--- config.mk ---
export PLATFORM = sky130hd
export DESIGN_NAME = sdrc_init_seq
export DESIGN_NICKNAME = d
export VERILOG_FILES = /design/src/rtl/sdrc_init_pkg.sv /design/src/rtl/sdrc_init_timer.sv /design/src/rtl/sdrc_init_seq.sv
export SDC_FILE = /design/constraint.sdc
export NUM_CORES = 1
export LEC_CHECK = 0
export CORE_ASPECT_RATIO = 1.25
export CORE_MARGIN = 3
export CORE_UTILIZATION = 65
export CTS_CLUSTER_DIAMETER = 200
export DETAILED_ROUTE_END_ITERATION = 10
export DONT_BUFFER_PORTS = 1
export PLACE_DENSITY = 0.81
export SLEW_MARGIN = 10
export SYNTH_ARGS = -nofsm -noshare
export SYNTH_HDL_FRONTEND = slang
export SYNTH_HIERARCHICAL = 1
export SYNTH_SLANG_ARGS = --single-unit
--- constraint.sdc ---
create_clock -name sdram_clk -period 4.35 [get_ports sdram_clk]
set_input_delay 0.2175 -clock sdram_clk [delete_from_list [all_inputs] [get_ports sdram_clk]]
set_output_delay 0.2175 -clock sdram_clk [all_outputs]
set_load 0.01 [all_outputs]
--- src/rtl/sdrc_init_pkg.sv ---
// rtl/sdrc_init_pkg.sv - shared types and constants for the SDRAM init sequencer
package sdrc_init_pkg;

  typedef enum logic [3:0] {
    ST_IDLE,
    ST_PWRUP,
    ST_PRE,
    ST_TRP,
    ST_AR,
    ST_TRFC,
    ST_MRS,
    ST_TMRD,
    ST_DONE
  } init_state_t;

  // {cs_n, ras_n, cas_n, we_n}
  typedef logic [3:0] sdr_cmd_t;

  localparam sdr_cmd_t CMD_NOP = 4'b0111;
  localparam sdr_cmd_t CMD_PRE = 4'b0010;
  localparam sdr_cmd_t CMD_AR  = 4'b0001;
  localparam sdr_cmd_t CMD_MRS = 4'b0000;

  // A10 high selects all banks for precharge
  localparam logic [12:0] PRE_ALL_ADDR = 13'h0400;

  // Wait timer must hold both the power-up count and any 4-bit timing config
  function automatic int timer_width(input int cycles);
    int w;
    w = $clog2(cycles + 1);
    return (w < 4) ? 4 : w;
  endfunction

endpackage

--- src/rtl/sdrc_init_timer.sv ---
// rtl/sdrc_init_timer.sv - loadable down-counter shared by all init wait states
module sdrc_init_timer #(
  parameter int W = 4
) (
  input  logic         clk,
  input  logic         rst_n,
  input  logic         load,
  input  logic [W-1:0] load_val,
  output logic         expire
);

  logic [W-1:0] r_count;

  // Load clamps zero to one so every wait lasts at least a cycle; otherwise count down to zero
  always_ff @(posedge clk or negedge rst_n) begin
    if (!rst_n) begin
      r_count <= '0;
    end else if (load) begin
      r_count <= (load_val == '0) ? W'(1) : load_val;
    end else if (r_count != '0) begin
      r_count <= r_count - W'(1);
    end
  end

  // Last cycle of the wait: the owning FSM leaves its state on this edge
  assign expire = (r_count == W'(1));

endmodule

--- src/rtl/sdrc_init_seq.sv ---
// rtl/sdrc_init_seq.sv - SDRAM power-up init sequencer (NOP, PRE-all, N x AR, MRS)
module sdrc_init_seq
  import sdrc_init_pkg::*;
#(
  parameter int PWRUP_CYCLES = 505,
  parameter int AR_CNT_W     = 4
) (
  input  logic                sdram_clk,
  input  logic                sdram_resetn,
  input  logic                cfg_sdr_en,
  input  logic [12:0]         cfg_sdr_mode_reg,
  input  logic [3:0]          cfg_sdr_trp_d,
  input  logic [3:0]          cfg_sdr_trcar_d,
  input  logic [3:0]          cfg_sdr_tmrd_d,
  input  logic [AR_CNT_W-1:0] cfg_sdr_ar_cnt,
  output logic                sdr_cke,
  output logic                sdr_cs_n,
  output logic                sdr_ras_n,
  output logic                sdr_cas_n,
  output logic                sdr_we_n,
  output logic [12:0]         sdr_addr,
  output logic [1:0]          sdr_ba,
  output logic                sdr_init_done,
  output logic                init_busy
);

  localparam int TW = timer_width(PWRUP_CYCLES);

  init_state_t         r_state;

  // Config shadows captured when the sequence starts
  logic [12:0]         r_mode_reg;
  logic [3:0]          r_trp_d;
  logic [3:0]          r_trcar_d;
  logic [3:0]          r_tmrd_d;
  logic [AR_CNT_W-1:0] r_ar_rem;

  // Registered bus outputs
  logic                r_cke;
  sdr_cmd_t            r_cmd;
  logic [12:0]         r_addr;
  logic [1:0]          r_ba;
  logic                r_init_done;
  logic                r_init_busy;

  logic                w_load;
  logic [TW-1:0]       w_load_val;
  logic                w_expire;

  // Timer is reloaded in the state just before each wait state
  always_comb begin
    w_load     = 1'b0;
    w_load_val = '0;
    case (r_state)
      ST_IDLE: begin
        w_load     = 1'b1;
        w_load_val = TW'(PWRUP_CYCLES);
      end
      ST_PRE: begin
        w_load     = 1'b1;
        w_load_val = TW'(r_trp_d);
      end
      ST_AR: begin
        w_load     = 1'b1;
        w_load_val = TW'(r_trcar_d);
      end
      ST_MRS: begin
        w_load     = 1'b1;
        w_load_val = TW'(r_tmrd_d);
      end
      default: begin
        w_load     = 1'b0;
        w_load_val = '0;
      end
    endcase
  end

  sdrc_init_timer #(
    .W (TW)
  ) u_timer (
    .clk      (sdram_clk),
    .rst_n    (sdram_resetn),
    .load     (w_load),
    .load_val (w_load_val),
    .expire   (w_expire)
  );

  // Init FSM: outputs are registered from the current state, so each command lands one cycle after entry
  always_ff @(posedge sdram_clk or negedge sdram_resetn) begin
    if (!sdram_resetn) begin
      r_state     <= ST_IDLE;
      r_mode_reg  <= '0;
      r_trp_d     <= '0;
      r_trcar_d   <= '0;
      r_tmrd_d    <= '0;
      r_ar_rem    <= '0;
      r_cke       <= 1'b0;
      r_cmd       <= 4'b1111;
      r_addr      <= '0;
      r_ba        <= '0;
      r_init_done <= 1'b0;
      r_init_busy <= 1'b0;
    end else begin
      r_cke       <= (r_state != ST_IDLE);
      r_cmd       <= CMD_NOP;
      r_addr      <= '0;
      r_ba        <= '0;
      r_init_done <= (r_state == ST_DONE);
      r_init_busy <= (r_state != ST_IDLE) && (r_state != ST_DONE);

      case (r_state)
        ST_PRE: begin
          r_cmd  <= CMD_PRE;
          r_addr <= PRE_ALL_ADDR;
        end
        ST_AR: begin
          r_cmd <= CMD_AR;
        end
        ST_MRS: begin
          r_cmd  <= CMD_MRS;
          r_addr <= r_mode_reg;
        end
        default: begin
          r_cmd <= CMD_NOP;
        end
      endcase

      case (r_state)
        ST_IDLE: begin
          if (cfg_sdr_en) begin
            r_mode_reg <= cfg_sdr_mode_reg;
            r_trp_d    <= cfg_sdr_trp_d;
            r_trcar_d  <= cfg_sdr_trcar_d;
            r_tmrd_d   <= cfg_sdr_tmrd_d;
            // A zero refresh count still issues one AR
            r_ar_rem   <= (cfg_sdr_ar_cnt == '0) ? AR_CNT_W'(1) : cfg_sdr_ar_cnt;
            r_state    <= ST_PWRUP;
          end
        end
        ST_PWRUP: begin
          if (w_expire) begin
            r_state <= ST_PRE;
          end
        end
        ST_PRE: begin
          r_state <= ST_TRP;
        end
        ST_TRP: begin
          if (w_expire) begin
            r_state <= ST_AR;
          end
        end
        ST_AR: begin
          if (r_ar_rem != '0) begin
            r_ar_rem <= r_ar_rem - AR_CNT_W'(1);
          end
          r_state <= ST_TRFC;
        end
        ST_TRFC: begin
          if (w_expire) begin
            r_state <= (r_ar_rem != '0) ? ST_AR : ST_MRS;
          end
        end
        ST_MRS: begin
          r_state <= ST_TMRD;
        end
        ST_TMRD: begin
          if (w_expire) begin
            r_state <= ST_DONE;
          end
        end
        ST_DONE: begin
          r_state <= ST_DONE;
        end
        default: begin
          r_state <= ST_IDLE;
        end
      endcase
    end
  end

  assign sdr_cke = r_cke;
  assign {sdr_cs_n, sdr_ras_n, sdr_cas_n, sdr_we_n} = r_cmd;
  assign sdr_addr      = r_addr;
  assign sdr_ba        = r_ba;
  assign sdr_init_done = r_init_done;
  assign init_busy     = r_init_busy;

endmodule

# Yosys cells after proc, flatten, opt, wreduce, memory -nomap -nowiden
# Index checks and enable logic that the tools add are counted.
dict set report op_classes {
  eq_ne 16
  n_addsub 2
  muxes 18
  reduce_logical 13
}
# op n
set op_table {}
lappend op_table {{case mux 4 bit (9 select lines)} 1}
lappend op_table {{case mux 9 bit (4 select lines)} 1}
lappend op_table {{two-way mux 4 bit} 8}
lappend op_table {{two-way mux 9 bit} 3}
lappend op_table {{case mux 13 bit (2 select lines)} 1}
lappend op_table {{== test 4 x 3 -> 1 bit, second input constant} 4}
lappend op_table {{== test 9 x 1 -> 1 bit, second input constant} 1}
lappend op_table {{logical NOT 9 bit} 1}
lappend op_table {{case mux 3 bit (3 select lines)} 1}
lappend op_table {{nonzero test 9 bit} 1}
lappend op_table {{subtractor 9 x 1 -> 9 bit, second input constant} 1}
lappend op_table {{== test 4 x 2 -> 1 bit, second input constant} 2}
lappend op_table {{logical NOT 4 bit} 2}
lappend op_table {{inequality test 2 x 1 -> 1 bit, second input constant} 4}
lappend op_table {{case mux 4 bit (2 select lines)} 1}
lappend op_table {{nonzero test 4 bit} 2}
lappend op_table {{AND reduction 5 bit} 1}
lappend op_table {{== test 4 x 1 -> 1 bit, second input constant} 1}
lappend op_table {{== test 4 bit, second input constant} 1}
lappend op_table {{inequality test 2 bit, second input constant} 2}
lappend op_table {{inequality test 4 bit, second input constant} 1}
lappend op_table {{nonzero test 2 bit} 2}
lappend op_table {{OR reduction 4 bit} 1}
lappend op_table {{subtractor 4 x 1 -> 4 bit, second input constant} 1}
lappend op_table {{other kinds (5)} 5}
dict set report word_totals {
  input_bits 32
  elab_cells 61
  reg_bits 62
}

# Longest topological paths before layout
dict set report depth {
  word_depth 5
  ltp_mapped 8
  depth_no_buf 8
}

# By module
# Netlist, hierarchy kept.
# module seq_area_each_um2 area_per_inst_um2 cells_each n_inst
set modules_own_cells {}
lappend modules_own_cells {sdrc_init_seq 1331.3 2229.6 163 1}
lappend modules_own_cells {sdrc_init_timer 225.2 565.5 61 1}

# Least setup slack after synthesis
# Ideal clock, no wire load.
dict set report synth_timing {
  kind {flip-flop to flip-flop}
  startpoint {reg u_timer.r_count[0]}
  endpoint {reg u_timer.r_count[1]}
  required_time_ns 4.273
  n_path_buf 1
  setup_slack_ns 2.505
  arrival_time_ns 1.769
  path_stages_with_launch 8
  cell_sequence {dfrtp_1 > inv_1 > ha_1 > or3b_1 > buf_6 > nor3_4 > mux2_2 > o21ai_1}
}
dict set report synth_between {
  elab_chain_len 3
}
# item line
set synth_rtl {}
lappend synth_rtl {{start: declaration} sdrc_init_timer.sv:12} ;# logic [W-1:0] r_count;
lappend synth_rtl {{start signal: assignment} sdrc_init_timer.sv:19} ;# r_count <= (load_val == '0) ? W'(1) : load_val;
lappend synth_rtl {{start signal: assignment} sdrc_init_timer.sv:21} ;# r_count <= r_count - W'(1);
lappend synth_rtl {{subtractor 9 x 1 -> 9 bit} sdrc_init_timer.sv:21}
lappend synth_rtl {{two-way mux 9 bit} sdrc_init_timer.sv:20} ;# end else if (r_count != '0) begin
lappend synth_rtl {{two-way mux 9 bit} sdrc_init_timer.sv:18} ;# end else if (load) begin
# Parallel ways exist; a longest one is shown, timed or not. The select of a mux whose other input is x is not followed.
# A chain may end at the register's enable or synchronous reset.

# Worst setup path after layout
dict set report layout_timing {
  startpoint {reg r_state[2]}
  endpoint {reg r_mode_reg[9]}
}
dict set report layout_between {
  elab_chain_len 2
}
# item line
set layout_rtl {}
lappend layout_rtl {{start: declaration} sdrc_init_seq.sv:29} ;# init_state_t r_state;
lappend layout_rtl {{start signal: assignment} sdrc_init_seq.sv:161} ;# r_state <= (r_ar_rem != '0) ? ST_AR : ST_MRS;
lappend layout_rtl {{logical NOT 4 bit} sdrc_init_seq.sv:128} ;# case (r_state)
lappend layout_rtl {{AND reduction 2 bit (no line)} n/a}
lappend layout_rtl {{end signal: assignment} sdrc_init_seq.sv:131} ;# r_mode_reg <= cfg_sdr_mode_reg;
lappend layout_rtl {{end: declaration} sdrc_init_seq.sv:32} ;# logic [12:0] r_mode_reg;
# Every way passes these cells.

==> impl_metrics.ini <==
[status]
status = completed

[critical_path]
cp.depth = 4
slowest_delay_ns = 0.58
r2r-start = r_state[2]$_DFFE_PN0P_
r2r-end = r_mode_reg[9]$_DFFE_PN0P_
end_kind = register
start_kind = register
critPathTopFamily = simple AND/OR/NAND/NOR gates
path_max_fanout = 25
arrival_ns = 2.37
crit_chain = or3_1 -> nor2_8 -> nand2_4 -> mux2_4
cp_slowest_cell = or3_1
cp.required_ns = 4.56
crit_buf_inv = 0
critical_path_class = reg -> reg
rrSetupSlack_ns = 2.19
reg2regPathDepth = 4

[floorplanning]
die_h_um = 79.3
ios = 54
die_area_um2 = 5130
initial_core_util_pct = 67.7
row_count = 26
die_w_um = 64.7
core_area_um2 = 4130

[drt]
post_drt_wl_per_cell_um = 17.7
drc_errors = 0
firstDrtPassIters = 4
routed_wl_mm = 5.14
drt_iter0_markers = 148
viasPerCell = 5.82
num_vias = 1688
ant_nets = 0

[sta]
setup_violations = 0
worst_slack_ns = 2.19
slew_viol_final = 0
finalCriticalPeriod_ns = 2.16
rsz0062_at_grt = false
skew_ns = 0.00931
final_hold_viol_count = 0
setup_tns_ns = 0
tightest_slew_ns = 0.657
fmax_mhz = 464
relSlewSlack_pct = 55.8
fin_hold_ws_ns = 0.0271
fin_crit_sh_pct = 49.5

[worst_hold_path]
hp-start = cfg_sdr_mode_reg[12]
min_path_cells = 1
hp-class = in -> reg
hold_path_end = r_mode_reg[12]$_DFFE_PN0P_

[power]
powerDensity_nw_per_um2 = 644
vdd_ir_drop_max_uv = 493
total_power_mw = 1.96
p_leak_nw = 1.38

[synth]
netlist_area_um2 = 2800
synthCells = 224
synth.distinct_cells = 46
synth_seq_area_share_pct = 55.7
yosysWarningCount = 6
ys_ff_latch = 62
synth_area_per_cell_um2 = 12.5

[cts]
htreeDepth = 3
cts_buffers = 9
clk_latency_ns = 0.33
clk_pin_slew_worst_paths_ns = 0.07
cts_buffer_depth = 2
cts_tree = yes
postCtsResizedCells = 0
cts_root_buf = clkbuf_8
clkSinkCount = 62

[cells_and_area]
layout_commonest_cell = dfrtp_1
fin_area_um2 = 3050
mostFrequentLayoutCells = dfrtp_1 (58), mux2_4 (20), nand2_1 (16), and2_1 (12), o21ai_0 (12)
antenna_cells = 0
area_delta_synth_final_pct = 9.22
drive_gt1_share_pct = 24.8
nets = 264

[grt]
antenna_found_initial = 0
grt_pass1_vias = 1813
track_usage_pct = 22.8
grt_max_degree = 63
grt_overflow_total = 0
grt_pass1_wl_mm = 8.74

[placement]
portBuffers = 0
dp_hpwl_mm = 3.49
preCtsSetupSlack_ns = 2.20
placed_area_um2 = 2810
place_congestion = 0.792

[job]
max_cap_violations = 0
## layout make-up
cell class	count	area [um2]
Sequential cell	62	1560
Fill cell	281	1080
Timing Repair Buffer	4	52.6
Inverter	8	30.0
Clock buffer	11	151
Clock inverter	5	57.6
Multi-Input combinational cell	144	1130
Tap cell	56	70.1
## synth_stat cells, drive strengths merged
| library cell | number | share of area, % |
|---|---|---|
| a211oi | 2 | 0.54 |
| a21oi | 11 | 2.0 |
| and2 | 12 | 2.7 |
| and3 | 1 | 0.22 |
| buf | 9 | 2.5 |
| clkbuf | 3 | 0.40 |
| conb | 1 | 0.13 |
| dfrtp | 58 | 52 |
| dfstp | 4 | 3.8 |
| ha | 3 | 1.3 |
| inv | 8 | 1.1 |
| mux2 | 26 | 13 |
| mux2i | 5 | 1.8 |
| nand2 | 17 | 2.6 |
| nand2b | 3 | 0.67 |
| nand3 | 3 | 0.54 |
| nor2 | 10 | 1.9 |
| nor3 | 5 | 1.3 |
| nor4 | 4 | 0.90 |
| nor4b | 2 | 1.2 |
| nor4bb | 1 | 0.36 |
| o211a | 1 | 0.36 |
| o211ai | 1 | 0.27 |
| o21a | 1 | 0.27 |
| o21ai | 14 | 2.5 |
| o22ai | 1 | 0.22 |
| o311a | 1 | 0.40 |
| o311ai | 1 | 0.31 |
| o31a | 1 | 0.36 |
| o31ai | 5 | 1.3 |
| or2 | 1 | 0.22 |
| or3 | 2 | 0.63 |
| or3b | 2 | 0.63 |
| xnor2 | 3 | 0.94 |
| xor2 | 2 | 0.63 |
## power by group
group          leakage [nW]  switching (mW)  internal [mW]  total, mW
registers             0.769           0.169          0.766      0.934
clock network        0.0976           0.224          0.295      0.519
logic                 0.510           0.218          0.293      0.512
total                  1.38           0.611           1.35       1.96
## worst max path at each step
stage                                   start                        endpoint  slack, ns
2_1_floorplan  u_timer/r_count[0]$_DFFE_PN0P_  u_timer/r_count[1]$_DFFE_PN0P_       2.50
3_3_place_gp           r_state[2]$_DFFE_PN0P_      r_mode_reg[10]$_DFFE_PN0P_       2.27
3_5_place_dp           r_state[2]$_DFFE_PN0P_       r_mode_reg[9]$_DFFE_PN0P_       2.20
4_1_cts                r_state[2]$_DFFE_PN0P_       r_mode_reg[9]$_DFFE_PN0P_       2.20
5_1_grt                r_state[2]$_DFFE_PN0P_       r_mode_reg[9]$_DFFE_PN0P_       2.08
6_report               r_state[2]$_DFFE_PN0P_       r_mode_reg[9]$_DFFE_PN0P_       2.19
## cells by family after synthesis
family                   share of synthesized area (%)
flip-flops                                        55.7
AND/OR/NAND/NOR                                   13.8
buffers and inverters                             3.98
multiplexers                                      15.0
other                                            0.134
AO/OA/AOI/OAI                                     8.55
adder cells (fa/ha/maj)                           1.34
XOR/XNOR                                          1.57
## what timing repair did
action | 4_1_cts | 5_1_grt
endpoints found under the hold margin | 62 | 0
setup buffers | 0 | 0
hold buffers | 2 | 0
## metrics by stage
stage | utilization (%) | cells
floorplan | - | 226
global placement | 67.9 | 272
detailed placement | 67.9 | 272
CTS | 73.9 | 290
global route | 73.9 | 290
finish | 73.9 | 290
## routing by layer
metal / GRT usage (%) / wire length, um
met1: 28.5 / 2170
met2: 36.6 / 2600
met3: 7.64 / 245
met4: 8.88 / 123
met5: 0 / 0
(Power assumes the default switching activity.)
